<file path="config.mk">
export PLATFORM = sky130hd
export DESIGN_NAME = hdmi_vid_out
export DESIGN_NICKNAME = d
export VERILOG_FILES = /design/src/rtl/hdmi_vid_pkg.sv /design/src/rtl/hdmi_vid_timing.sv /design/src/rtl/hdmi_vid_out.sv
export SDC_FILE = /design/constraint.sdc
export NUM_CORES = 1
export LEC_CHECK = 0
export CORE_ASPECT_RATIO = 1.1
export CORE_MARGIN = 4
export CORE_UTILIZATION = 70
export CTS_BUF_LIST = sky130_fd_sc_hd__clkbuf_2 sky130_fd_sc_hd__clkbuf_4 sky130_fd_sc_hd__clkbuf_8
export DETAILED_ROUTE_END_ITERATION = 10
export DONT_BUFFER_PORTS = 1
export GPL_TIMING_DRIVEN = 0
export PLACE_DENSITY = 0.95
export REMOVE_ABC_BUFFERS = 1
export SYNTH_ARGS = -nofsm -noshare
export SYNTH_HDL_FRONTEND = slang
export SYNTH_HIERARCHICAL = 1
export SYNTH_SLANG_ARGS = --single-unit
</file>
<file path="constraint.sdc">
create_clock -name rd_clk -period 3.2 [get_ports rd_clk]
set_input_delay 0.32 -clock rd_clk [delete_from_list [all_inputs] [get_ports rd_clk]]
set_output_delay 0.32 -clock rd_clk [all_outputs]
set_load 0.02 [all_outputs]
</file>
<file path="src/rtl/hdmi_vid_pkg.sv">
// Shared types and constants for the HDMI pixel output stage.
// FSM encoding, SOF marker position and colour-bar palette.
package hdmi_vid_pkg;

  typedef enum logic [1:0] {
    ST_WAIT  = 2'd0,
    ST_ARMED = 2'd1,
    ST_RUN   = 2'd2
  } state_e;

  localparam int SOF_BIT = 24;
  localparam int RGB_W   = 24;
  localparam int N_BARS  = 8;

  localparam logic [RGB_W-1:0] BAR_WHITE   = 24'hFFFFFF;
  localparam logic [RGB_W-1:0] BAR_YELLOW  = 24'hFFFF00;
  localparam logic [RGB_W-1:0] BAR_CYAN    = 24'h00FFFF;
  localparam logic [RGB_W-1:0] BAR_GREEN   = 24'h00FF00;
  localparam logic [RGB_W-1:0] BAR_MAGENTA = 24'hFF00FF;
  localparam logic [RGB_W-1:0] BAR_RED     = 24'hFF0000;
  localparam logic [RGB_W-1:0] BAR_BLUE    = 24'h0000FF;
  localparam logic [RGB_W-1:0] BAR_BLACK   = 24'h000000;

  function automatic logic [RGB_W-1:0] bar_rgb(
    input logic [2:0] idx
  );
    logic [RGB_W-1:0] c;
    case (idx)
      3'd0:    c = BAR_WHITE;
      3'd1:    c = BAR_YELLOW;
      3'd2:    c = BAR_CYAN;
      3'd3:    c = BAR_GREEN;
      3'd4:    c = BAR_MAGENTA;
      3'd5:    c = BAR_RED;
      3'd6:    c = BAR_BLUE;
      default: c = BAR_BLACK;
    endcase
    return c;
  endfunction

endpackage

</file>
<file path="src/rtl/hdmi_vid_timing.sv">
// Free-running video timing: h/v counters and raw HS/VS/DE.
// Also flags line end, frame end and the first active pixel.
module hdmi_vid_timing #(
  parameter int H_ACTIVE = 1280,
  parameter int H_FP     = 110,
  parameter int H_SYNC   = 40,
  parameter int H_BP     = 220,
  parameter int V_ACTIVE = 720,
  parameter int V_FP     = 5,
  parameter int V_SYNC   = 5,
  parameter int V_BP     = 20,
  parameter int SYNC_POL = 1,
  parameter int HW       = 12,
  parameter int VW       = 10
) (
  input  logic          clk_i,
  input  logic          rst_i,
  output logic [HW-1:0] h_cnt_o,
  output logic          de_o,
  output logic          hs_o,
  output logic          vs_o,
  output logic          first_o,
  output logic          eol_o,
  output logic          eof_o
);

  localparam int H_TOT = H_ACTIVE + H_FP + H_SYNC + H_BP;
  localparam int V_TOT = V_ACTIVE + V_FP + V_SYNC + V_BP;

  localparam logic [HW-1:0] H_LAST = HW'(H_TOT - 1);
  localparam logic [HW-1:0] H_ACT  = HW'(H_ACTIVE);
  localparam logic [HW-1:0] HS_BEG = HW'(H_ACTIVE + H_FP);
  localparam logic [HW-1:0] HS_END = HW'(H_ACTIVE + H_FP + H_SYNC);

  localparam logic [VW-1:0] V_LAST = VW'(V_TOT - 1);
  localparam logic [VW-1:0] V_ACT  = VW'(V_ACTIVE);
  localparam logic [VW-1:0] VS_BEG = VW'(V_ACTIVE + V_FP);
  localparam logic [VW-1:0] VS_END = VW'(V_ACTIVE + V_FP + V_SYNC);

  localparam logic POL_INV = (SYNC_POL == 0);

  logic [HW-1:0] h_cnt_q, h_cnt_d;
  logic [VW-1:0] v_cnt_q, v_cnt_d;
  logic          hs_raw, vs_raw;

  assign eol_o = (h_cnt_q == H_LAST);
  assign eof_o = eol_o && (v_cnt_q == V_LAST);

  always_comb begin
    h_cnt_d = h_cnt_q + HW'(1);
    v_cnt_d = v_cnt_q;
    if (eol_o) begin
      h_cnt_d = '0;
      v_cnt_d = (v_cnt_q == V_LAST) ? '0 : v_cnt_q + VW'(1);
    end
  end

  always_ff @(posedge clk_i or posedge rst_i) begin
    if (rst_i) begin
      h_cnt_q <= '0;
      v_cnt_q <= '0;
    end else begin
      h_cnt_q <= h_cnt_d;
      v_cnt_q <= v_cnt_d;
    end
  end

  assign hs_raw = (h_cnt_q >= HS_BEG) && (h_cnt_q < HS_END);
  assign vs_raw = (v_cnt_q >= VS_BEG) && (v_cnt_q < VS_END);

  assign h_cnt_o = h_cnt_q;
  assign de_o    = (h_cnt_q < H_ACT) && (v_cnt_q < V_ACT);
  assign hs_o    = hs_raw ^ POL_INV;
  assign vs_o    = vs_raw ^ POL_INV;
  assign first_o = (h_cnt_q == '0) && (v_cnt_q == '0);

endmodule

</file>
<file path="src/rtl/hdmi_vid_out.sv">
// HDMI pixel stage: SOF-aligned FIFO pop, registered RGB/HS/VS/DE.
// Define HDMI_COLORBAR_EN to show colour bars while not streaming.
module hdmi_vid_out
  import hdmi_vid_pkg::*;
#(
  parameter int          H_ACTIVE = 1280,
  parameter int          H_FP     = 110,
  parameter int          H_SYNC   = 40,
  parameter int          H_BP     = 220,
  parameter int          V_ACTIVE = 720,
  parameter int          V_FP     = 5,
  parameter int          V_SYNC   = 5,
  parameter int          V_BP     = 20,
  parameter int          SYNC_POL = 1,
  parameter logic [23:0] FILL_RGB = 24'h000000
) (
  input  logic        rd_clk,
  input  logic        rd_rst,
  input  logic        rd_vld,
  input  logic [31:0] rd_data,
  output logic        rd_en,
  output logic        vid_hs,
  output logic        vid_vs,
  output logic        vid_de,
  output logic [23:0] vid_rgb,
  output logic        frame_start,
  output logic        uflow,
  output logic [15:0] uflow_cnt
);

  localparam int H_TOT = H_ACTIVE + H_FP + H_SYNC + H_BP;
  localparam int V_TOT = V_ACTIVE + V_FP + V_SYNC + V_BP;
  localparam int HW    = $clog2(H_TOT + 1);
  localparam int VW    = $clog2(V_TOT + 1);

  localparam logic POL_INV = (SYNC_POL == 0);

  logic [HW-1:0]    h_cnt;
  logic             de, hs, vs;
  logic             first, eol, eof;
  logic             sof, err;
  logic [RGB_W-1:0] idle_px;
  logic             unused_ok;

  state_e           state_q, state_d;
  logic             hs_q, vs_q, de_q;
  logic [RGB_W-1:0] rgb_q, rgb_d;
  logic             fs_q, fs_d;
  logic             uflow_q, uflow_d;
  logic [15:0]      cnt_q, cnt_d;

  hdmi_vid_timing #(
    .H_ACTIVE (H_ACTIVE),
    .H_FP     (H_FP),
    .H_SYNC   (H_SYNC),
    .H_BP     (H_BP),
    .V_ACTIVE (V_ACTIVE),
    .V_FP     (V_FP),
    .V_SYNC   (V_SYNC),
    .V_BP     (V_BP),
    .SYNC_POL (SYNC_POL),
    .HW       (HW),
    .VW       (VW)
  ) u_timing (
    .clk_i   (rd_clk),
    .rst_i   (rd_rst),
    .h_cnt_o (h_cnt),
    .de_o    (de),
    .hs_o    (hs),
    .vs_o    (vs),
    .first_o (first),
    .eol_o   (eol),
    .eof_o   (eof)
  );

  assign sof = rd_data[SOF_BIT];

`ifdef HDMI_COLORBAR_EN
  localparam int AW = $clog2(H_ACTIVE + 8) + 1;
  localparam logic [HW-1:0] H_ACT_M1 = HW'(H_ACTIVE - 1);

  // acc tracks h*8 mod H_ACTIVE so the bar index needs no divider
  logic [AW-1:0] acc_q, acc_d, acc_step;
  logic [2:0]    bar_q, bar_d;

  always_comb begin
    acc_d    = acc_q;
    bar_d    = bar_q;
    acc_step = acc_q + AW'(8);
    if (eol) begin
      acc_d = '0;
      bar_d = '0;
    end else if (h_cnt < H_ACT_M1) begin
      if (acc_step >= AW'(H_ACTIVE)) begin
        acc_d = acc_step - AW'(H_ACTIVE);
        bar_d = bar_q + 3'd1;
      end else begin
        acc_d = acc_step;
      end
    end
  end

  always_ff @(posedge rd_clk or posedge rd_rst) begin
    if (rd_rst) begin
      acc_q <= '0;
      bar_q <= '0;
    end else begin
      acc_q <= acc_d;
      bar_q <= bar_d;
    end
  end

  assign idle_px   = bar_rgb(bar_q);
  assign unused_ok = ^rd_data[31:25];
`else
  assign idle_px   = FILL_RGB;
  assign unused_ok = ^{rd_data[31:25], h_cnt, eol};
`endif

  always_comb begin
    state_d = state_q;
    rd_en   = 1'b0;
    err     = 1'b0;
    case (state_q)
      ST_WAIT: begin
        rd_en = rd_vld && !sof;
        if (rd_vld && sof) state_d = ST_ARMED;
      end
      // enter RUN as the counters wrap so RUN owns pixel (0,0)
      ST_ARMED: begin
        if (eof) state_d = ST_RUN;
      end
      ST_RUN: begin
        if (de) begin
          if (!rd_vld || (sof != first)) begin
            err     = 1'b1;
            state_d = ST_WAIT;
          end else begin
            rd_en = 1'b1;
          end
        end
      end
      default: state_d = ST_WAIT;
    endcase
    if (rd_rst) rd_en = 1'b0;
  end

  always_comb begin
    rgb_d = '0;
    if (de) begin
      if (state_q != ST_RUN) rgb_d = idle_px;
      else if (err)          rgb_d = FILL_RGB;
      else                   rgb_d = rd_data[RGB_W-1:0];
    end
    fs_d    = first && (state_q == ST_RUN) && !err;
    uflow_d = uflow_q || err;
    cnt_d   = cnt_q;
    if (err && (cnt_q != 16'hFFFF)) cnt_d = cnt_q + 16'd1;
  end

  always_ff @(posedge rd_clk or posedge rd_rst) begin
    if (rd_rst) begin
      state_q <= ST_WAIT;
      hs_q    <= POL_INV;
      vs_q    <= POL_INV;
      de_q    <= 1'b0;
      rgb_q   <= '0;
      fs_q    <= 1'b0;
      uflow_q <= 1'b0;
      cnt_q   <= '0;
    end else begin
      state_q <= state_d;
      hs_q    <= hs;
      vs_q    <= vs;
      de_q    <= de;
      rgb_q   <= rgb_d;
      fs_q    <= fs_d;
      uflow_q <= uflow_d;
      cnt_q   <= cnt_d;
    end
  end

  assign vid_hs      = hs_q;
  assign vid_vs      = vs_q;
  assign vid_de      = de_q;
  assign vid_rgb     = rgb_q;
  assign frame_start = fs_q;
  assign uflow       = uflow_q;
  assign uflow_cnt   = cnt_q;

endmodule

</file>
After elaboration in Yosys (flattened, before gate mapping) --
Cells that the tools add are included.
Cells by class: add/subtract/negate cells 3, $lt $le $gt $ge 6, equality and inequality tests 11, multiplexer cells 17, reductions and logical operators 19
Operators with widths (number):
- $mux 24 | 3
- $lt 11x11->1 const B | 2
- $lt 10x10->1 const B | 2
- $add 16x1->16 const B | 1
- $ne 16x16->1 const B | 1
- $add 11x1->11 const B | 1
- $eq 11x11->1 const B | 1
- $ge 11x11->1 const B | 1
- $logic_not 11->1 | 1
- $mux 11 | 1
- $add 10x1->10 const B | 1
- $eq 10x10->1 const B | 1
- $ge 10x10->1 const B | 1
- $logic_and 1x1->1 | 10
- $logic_not 10->1 | 1
- $mux 10 | 1
- $ne 2x2->1 const B | 5
- $mux 2 | 4
- $mux 1 | 6
- $pmux 2 s3 | 1
- $reduce_and 4->1 | 1
- $logic_not 1->1 | 3
- $eq 2x1->1 const B | 1
- $eq 2x2->1 const B | 1
- other kinds (4) | 5
Storage, ports and cells: register bits 68, bits of input ports 35, output and inout port bits 46, word-level logic and storage cells 66

Longest topological paths before layout --
Gate-level depths: netlist of the first run.
depth after elaboration 10, gate-level depth with buffers 10, mapped depth without buffers 8

By module --
The synthesis of the first run kept the hierarchy.
Modules (own cells, without submodules):
- hdmi_vid_out | instances 1, cells each 147, area an instance 1879.3 µm², sequential area each 1176.1 µm²
- hdmi_vid_timing | instances 1, cells each 147, area an instance 1361.3 µm², sequential area each 525.5 µm²

Least setup slack after synthesis of the first run --
Ideal clock, no wire load.
kind flip-flop to output port, from reg u_timing.v_cnt_q[4], to out rd_en, data arrival time 2.139 ns, required time 2.880 ns, setup slack 0.741 ns, stages on the path, launching flop included 10, buffers on the path 2, cells stage by stage dfrtp_1 > clkbuf_1 > nor4_1 > nand4_1 > nor3_1 > xnor2_1 > and3_1 > buf_2 > a21oi_1 > nor3_1
On the way: word-level cells in the longest chain between the ends 8, elaborated cells on any way between the ends 10, classes of those cells 1 x order compare; 1 x eq/ne; 4 x mux; 4 x reduce/logical
Ends and longest elaborated chain:
- start: declaration | line hdmi_vid_timing.sv:43 | logic [VW-1:0] v_cnt_q, v_cnt_d;
- start signal: assignment | line hdmi_vid_timing.sv:64 | v_cnt_q <= v_cnt_d;
- $logic_not 10->1 | line hdmi_vid_timing.sv:75 | assign first_o = (h_cnt_q == '0) && (v_cnt_q == '0);
- $logic_and 1x1->1 | line hdmi_vid_timing.sv:75
- via first | line hdmi_vid_out.sv:40 | logic first, eol, eof;
- $ne 1x1->1 | line hdmi_vid_out.sv:135 | if (!rd_vld || (sof != first)) begin
- $logic_or 1x1->1 | line hdmi_vid_out.sv:135
- $mux 1 | line hdmi_vid_out.sv:135
- $mux 1 | line hdmi_vid_out.sv:134 | if (de) begin
- $pmux 1 s2 | line hdmi_vid_out.sv:124 | case (state_q)
- $mux 1 | line hdmi_vid_out.sv:145 | if (rd_rst) rd_en = 1'b0;
- end: declaration | line hdmi_vid_out.sv:21 | output logic rd_en,
The timed path passes the listed nets, and every way through them passes these cells.

Worst setup path after layout of the first run --
Ends and elaborated chain as after synthesis.

==> results of run 1 <==
==> routing by layer <==
layer / up-vias / wire, µm / track usage
met5: - / 0 / 0
met4: 0 / 278 / 0.0793
met3: 35 / 840 / 0.100
met2: 166 / 4180 / 0.492
met1: 1211 / 3030 / 0.376
li1: 1031 / - / -
==> logic make-up (layout without fill, tap and decap cells) <==
family                     Yosys count  count (layout)  synth area share
AOI/OAI and AO/OA                   30              30            0.0695
xor gates and xnor gates            21              21            0.0568
adders and majority gates            9               9            0.0347
buffers and inverters               20              26            0.0320
DFF                                 68              68             0.525
muxes                                8               8            0.0290
other                                0               1                 0
and+or+nand+nor                    138             138             0.253
==> registers in the layout, indices dropped and copies added, names as in the netlist <==
name and count:
frame_start 1, state_q 2, u_timing/h_cnt_o 11, u_timing/v_cnt_q 10, uflow 1, uflow_cnt 16
vid_de 1, vid_hs 1, vid_rgb 24, vid_vs 1
==> Yosys cell counts (6+ instances only) <==
library cell	instances	area, µm²
inv_1	9	33.8
dfrtp_1	68	1700
xor2_1	7	61.3
xnor2_1	14	123
ha_1	9	113
nor3_1	7	35.0
nor2_1	24	90.1
nand4_1	12	75.1
clkbuf_1	6	22.5
nor4_1	6	37.5
and3_1	6	37.5
nand3_1	12	60.1
and2_1	28	175
nand2_1	15	56.3
==> worst paths after layout <==
check,cells after the start,start,endpoint,slack [ns]
worst max-delay path,7,u_timing/v_cnt_q[4],rd_en,0.18
worst min-delay path,1,rd_rst,u_timing/v_cnt_q[6],0.01
worst max register to register,7,u_timing/v_cnt_q[4],uflow_cnt[15],0.69
worst min register to register,1,u_timing/h_cnt_o[0],u_timing/h_cnt_o[0],0.55
max in group asynchronous,1,rd_rst,vid_rgb[7],2.53
min in group rd_clk,1,rd_data[13],vid_rgb[13],0.08
==> timing repair <==
| action | 4_1_cts | 5_1_grt |
|---|---|---|
| resized for setup | 3 | 1 |
| pin swaps | 0 | 0 |
| hold endpoints to repair | 0 | 0 |
| setup endpoints to repair | 1 | 1 |
==> per-stage QoR <==
| stage | hold slack [ns] | power (mW) | setup WS [ns] |
|---|---|---|---|
| after global routing | 0.0613 | 1.83 | 0.0351 |
| final | 0.0108 | 1.79 | 0.178 |
| after CTS | 0.0237 | 1.78 | 0.0993 |
| after global placement | 0.387 | 0.912 | 0.205 |
| after detailed placement | 0.391 | 0.914 | 0.0647 |
| after floorplan | 0.297 | 0.907 | 0.612 |
==> power by group through the flow <==
stage | Combinational, mW | Sequential [mW] | Clock [mW]
after floorplan | 0.0195 | 0.888 | 0
after global placement | 0.0236 | 0.889 | 0
after detailed placement | 0.0251 | 0.889 | 0
after CTS | 0.0268 | 0.872 | 0.881
after global routing | 0.0308 | 0.873 | 0.927
final | 0.0266 | 0.873 | 0.886
==> worst max-delay path, delay by kind of cell, from the launching register on <==
family,cells,cell delay [ns]
AO/OA/AOI/OAI,1,0.10
AND/OR/NAND/NOR,5,1.47
flip-flops,1,0.49
XOR/XNOR,1,0.29
==> cell type report <==
class	count	area (µm²)
Fill cell	229	865
Tap cell	54	67.6
Antenna cell	1	2.50
Clock buffer	10	138
Clock inverter	6	111
Inverter	10	42.5
Sequential cell	68	1700
Multi-Input combinational cell	206	1450
==> results.cfg, run 1 <==
[routing]
viasPerCell = 6.88
wl_per_cell_um = 23.5
drt_iter0_drc = 374
wirelength_um = 8330
drc = 0
drtAntennaViolNets = 0
dr_total_vias = 2443
dr.pass1.iters = 5

[clock_tree]
clockRootBuffer = clkbuf_8
cts-htree-levels = 3
clock_path_buffers = 2
path_clk_slew_ns = 0.08
cts_setup_buffers = 0
hold_buffers = 0
cts_made_buffers = 9
cts_tree = yes
clock_latency_ns = 0.36
cts.sinks = 68

[timing]
setup_viol = 0
rsz0062_at_grt = false
fin_crit_ns = 3.02
slew_headroom = 0.353
worst_slew_pin_slew_ns = 0.968
hold_viol = 0
fin_tns_setup_ns = 0
layout_worst_path_cycle_share = 0.944
slew_viol_final = 0
fin_skew_ns = 0.0172
max_freq_ghz = 0.331

[floorplan]
die_x_um = 72.9
fp.dieH_um = 79.4
io_pins = 81
fp.coreArea_um2 = 4380
fp-row-count = 25
die_area_um2 = 5780
start_util = 0.740

[cells_and_area]
area_delta_synth_final_pct = 8.46
final_cell_mix = dfrtp_1 (68), and2_1 (28), nor2_1 (24)
final_common_cell = dfrtp_1
fin_area_um2 = 3510
finalNetCount = 339
stdcell_count = 355
final_util = 0.803
drive_above_1_share = 0.127

[setup_path]
crit_path_start_kind = flip-flop
crit_chain = nor4_1, nand4_1, nor3_1, xnor2_1, and3_4, a21oi_1, nor3_4
worstPathArrival_ns = 2.70
path_class = flip-flop to output port
cp_max_fo = 25
cp.required_ns = 2.88
slowest_delay_ns = 0.49
cp-end-kind = output port
slowest_stage = dfrtp_1

[synthesis]
synth_cells = 294
synth-main-ff-cell = dfrtp_1
synth_seq_cells = 68
yosysWarnings = 6
synth-async-reset-ratio = 1.00
syn_avg_cell_area_um2 = 11.0
synth.distinct_cells = 58
synth_edf_count = 0
seq_area_frac_synth = 0.525
syn_area_um2 = 3240

[min_path]
hold_class = primary input to asynchronous set/reset pin

[power_and_ir_drop]
power.share.sequential = 0.489
p_sw_mw = 0.380
p_leak_nw = 1.67
combPwrFrac = 0.015
intPower_mw = 1.41
p_sw_frac = 0.213
p_clk_frac = 0.496
peakVddDrop_mv = 0.347
powerDensity_nw_per_um2 = 508

[grt]
grt_overflow = 0
grt_pass1_vias = 2314
grt_usage = 0.299
grt_max_degree = 48
antenna_found_initial = 1
grt_pass1_wl_um = 12800

[run_status]
status = finished, final reports clean

[placement]
dp_hpwl_um = 4890
place_inst = 338
place_area_um2 = 3250
io_buffers = 0
routabilityCongestion = 0.818

[job]
cap_violations = 0
(Power assumes the default switching activity.)
==> run 2, diff against run 1 <==
- SLEW_MARGIN: unset -> 20
==> run 2 against run 1 <==
Effect of this change:
- final area unchanged
- hold slack better by 0.0060 ns
- combinational power up 9.8%
- critical path depth unchanged
- critical endpoint unchanged
==> results.cfg, run 2 (synthesized netlist as in run 1, its figures left out) <==
[routing]
wl_per_cell_um = 22.1
dr_wl_met2_um = 3900
drtAntennaViolNets = 0
wirelength_um = 7900
drt_iter0_drc = 228
wl_met3_um = 769
highest_layer = met4
dr.pass1.iters = 6
drc = 0
viasPerCell = 6.80
m1WireLength_um = 3030
dr_total_vias = 2427

[floorplan]
start_util = 0.740
die_area_um2 = 5780
fp-row-count = 25
die_x_um = 72.9
fp.dieH_um = 79.4
io_pins = 81
fp.coreArea_um2 = 4380

[setup_path]
path_class = flip-flop to output port
cp-end-kind = output port
cp_max_fo = 25
crit_path_start_kind = flip-flop
reg2reg_from = u_timing/v_cnt_q[4]
worstPathArrival_ns = 2.73
cp.required_ns = 2.88
r2r_end = uflow_cnt[6]
r2r_cells = 7
regToRegSetupSlack_ns = 0.73

[grt]
antenna_found_initial = 1
grt_usage = 0.297
grt_pass1_wl_um = 12800
grt_pass1_vias = 2438
grt_overflow = 0
grt_max_degree = 39

[cells_and_area]
final_cell_mix = dfrtp_1 (68), and2_1 (28), nor2_1 (24)
final_common_cell = dfrtp_1
finalNetCount = 341
stdcell_count = 357
drive_above_1_share = 0.129
area_delta_synth_final_pct = 8.46
largest_register_ffs = 24

[timing]
max_freq_ghz = 0.328
slew_headroom = 0.452
layout_worst_path_cycle_share = 0.952
slew_viol_final = 0
fin_skew_ns = 0.0110
fin_tns_setup_ns = 0
worst_slew_pin_slew_ns = 0.821
setup_viol = 0
rsz0062_at_grt = false
hold_viol = 0
fin_crit_ns = 3.05

[clock_tree]
clock_path_buffers = 2
cts_setup_buffers = 0
cts-htree-levels = 3
clock_latency_ns = 0.35
cts.sinks = 68
cts_made_buffers = 9
clockRootBuffer = clkbuf_8
cts_tree = yes
path_clk_slew_ns = 0.08

[run_status]
status = finished, final reports clean

[job]
cap_violations = 0

[power_and_ir_drop]
peakVddDrop_mv = 0.271
powerDensity_nw_per_um2 = 487
power_mw = 1.71
p_leak_nw = 1.67

[placement]
routabilityCongestion = 0.818
place_inst = 339
io_buffers = 0
dp_hpwl_um = 4910

[min_path]
hold_class = primary input to asynchronous set/reset pin
==> run 2: cell types whose count changed in the layout (fill, tap and decap cells not counted), sizes merged <==
cell and change:
clkbuf +2, buf +1, bufinv -1, clkinv -1, dlygate4sd3 +1
==> run 2: layout make-up <==
type / instances / area, µm²
multi-input cells: 206 / 1450
clock inverters: 4 / 72.6
fillers: 212 / 865
repair buffers: 2 / 30.0
clock buffers: 12 / 153
inverters: 10 / 42.5
flip-flops and latches: 68 / 1700
well taps: 54 / 67.6
diodes: 1 / 2.50
==> run 2: power by group <==
part,switching [mW],internal [mW]
logic,0.0208,0.00839
registers,0.0101,0.862
clock network,0.335,0.477
==> run 2: routing by layer <==
layer / up-vias / track usage
li1: 1036 / -
met1: 1204 / 0.369
met2: 161 / 0.469
met3: 26 / 0.0937
met4: 0 / 0.142
met5: - / 0
==> run 2: how the worst max path moves through the flow <==
stage | end | cells after the start | from | slack (ns)
2_1_floorplan | rd_en | 6 | u_timing/h_cnt_o[7] | 0.61
3_3_place_gp | rd_en | 7 | u_timing/v_cnt_q[4] | 0.20
3_5_place_dp | rd_en | 7 | u_timing/v_cnt_q[4] | 0.13
4_1_cts | rd_en | 7 | u_timing/v_cnt_q[4] | 0.10
5_1_grt | rd_en | 7 | u_timing/v_cnt_q[4] | 0.02
6_report | rd_en | 7 | u_timing/v_cnt_q[4] | 0.15
==> run 2: what timing repair did <==
action	CTS	global route
hold buffers	1	0
endpoints found under the hold margin	9	0
setup endpoints to repair	1	1
gates resized for setup	2	1
pin swaps	0	0
==> run 2: worst max-delay path, stage by stage (launching register included) <==
cell and delay (ns):
dfrtp_1 0.50, nor4_1 0.28, nand4_1 0.12, nor3_1 0.36, xnor2_1 0.29, and3_4 0.41, a21oi_1 0.08, nor3_2 0.34
==> run 2: per-stage QoR <==
stage / utilization / hold WS, ns / setup slack (ns) / instance area [µm²]
2_1_floorplan: - / 0.297 / 0.612 / 3180
3_5_place_dp: 0.746 / 0.137 / 0.134 / 3270
5_1_grt: 0.803 / 0.0630 / 0.0222 / 3510
4_1_cts: 0.801 / 0.0277 / 0.102 / 3510
6_report: 0.803 / 0.0168 / 0.152 / 3510
3_3_place_gp: 0.741 / 0.387 / 0.205 / 3250
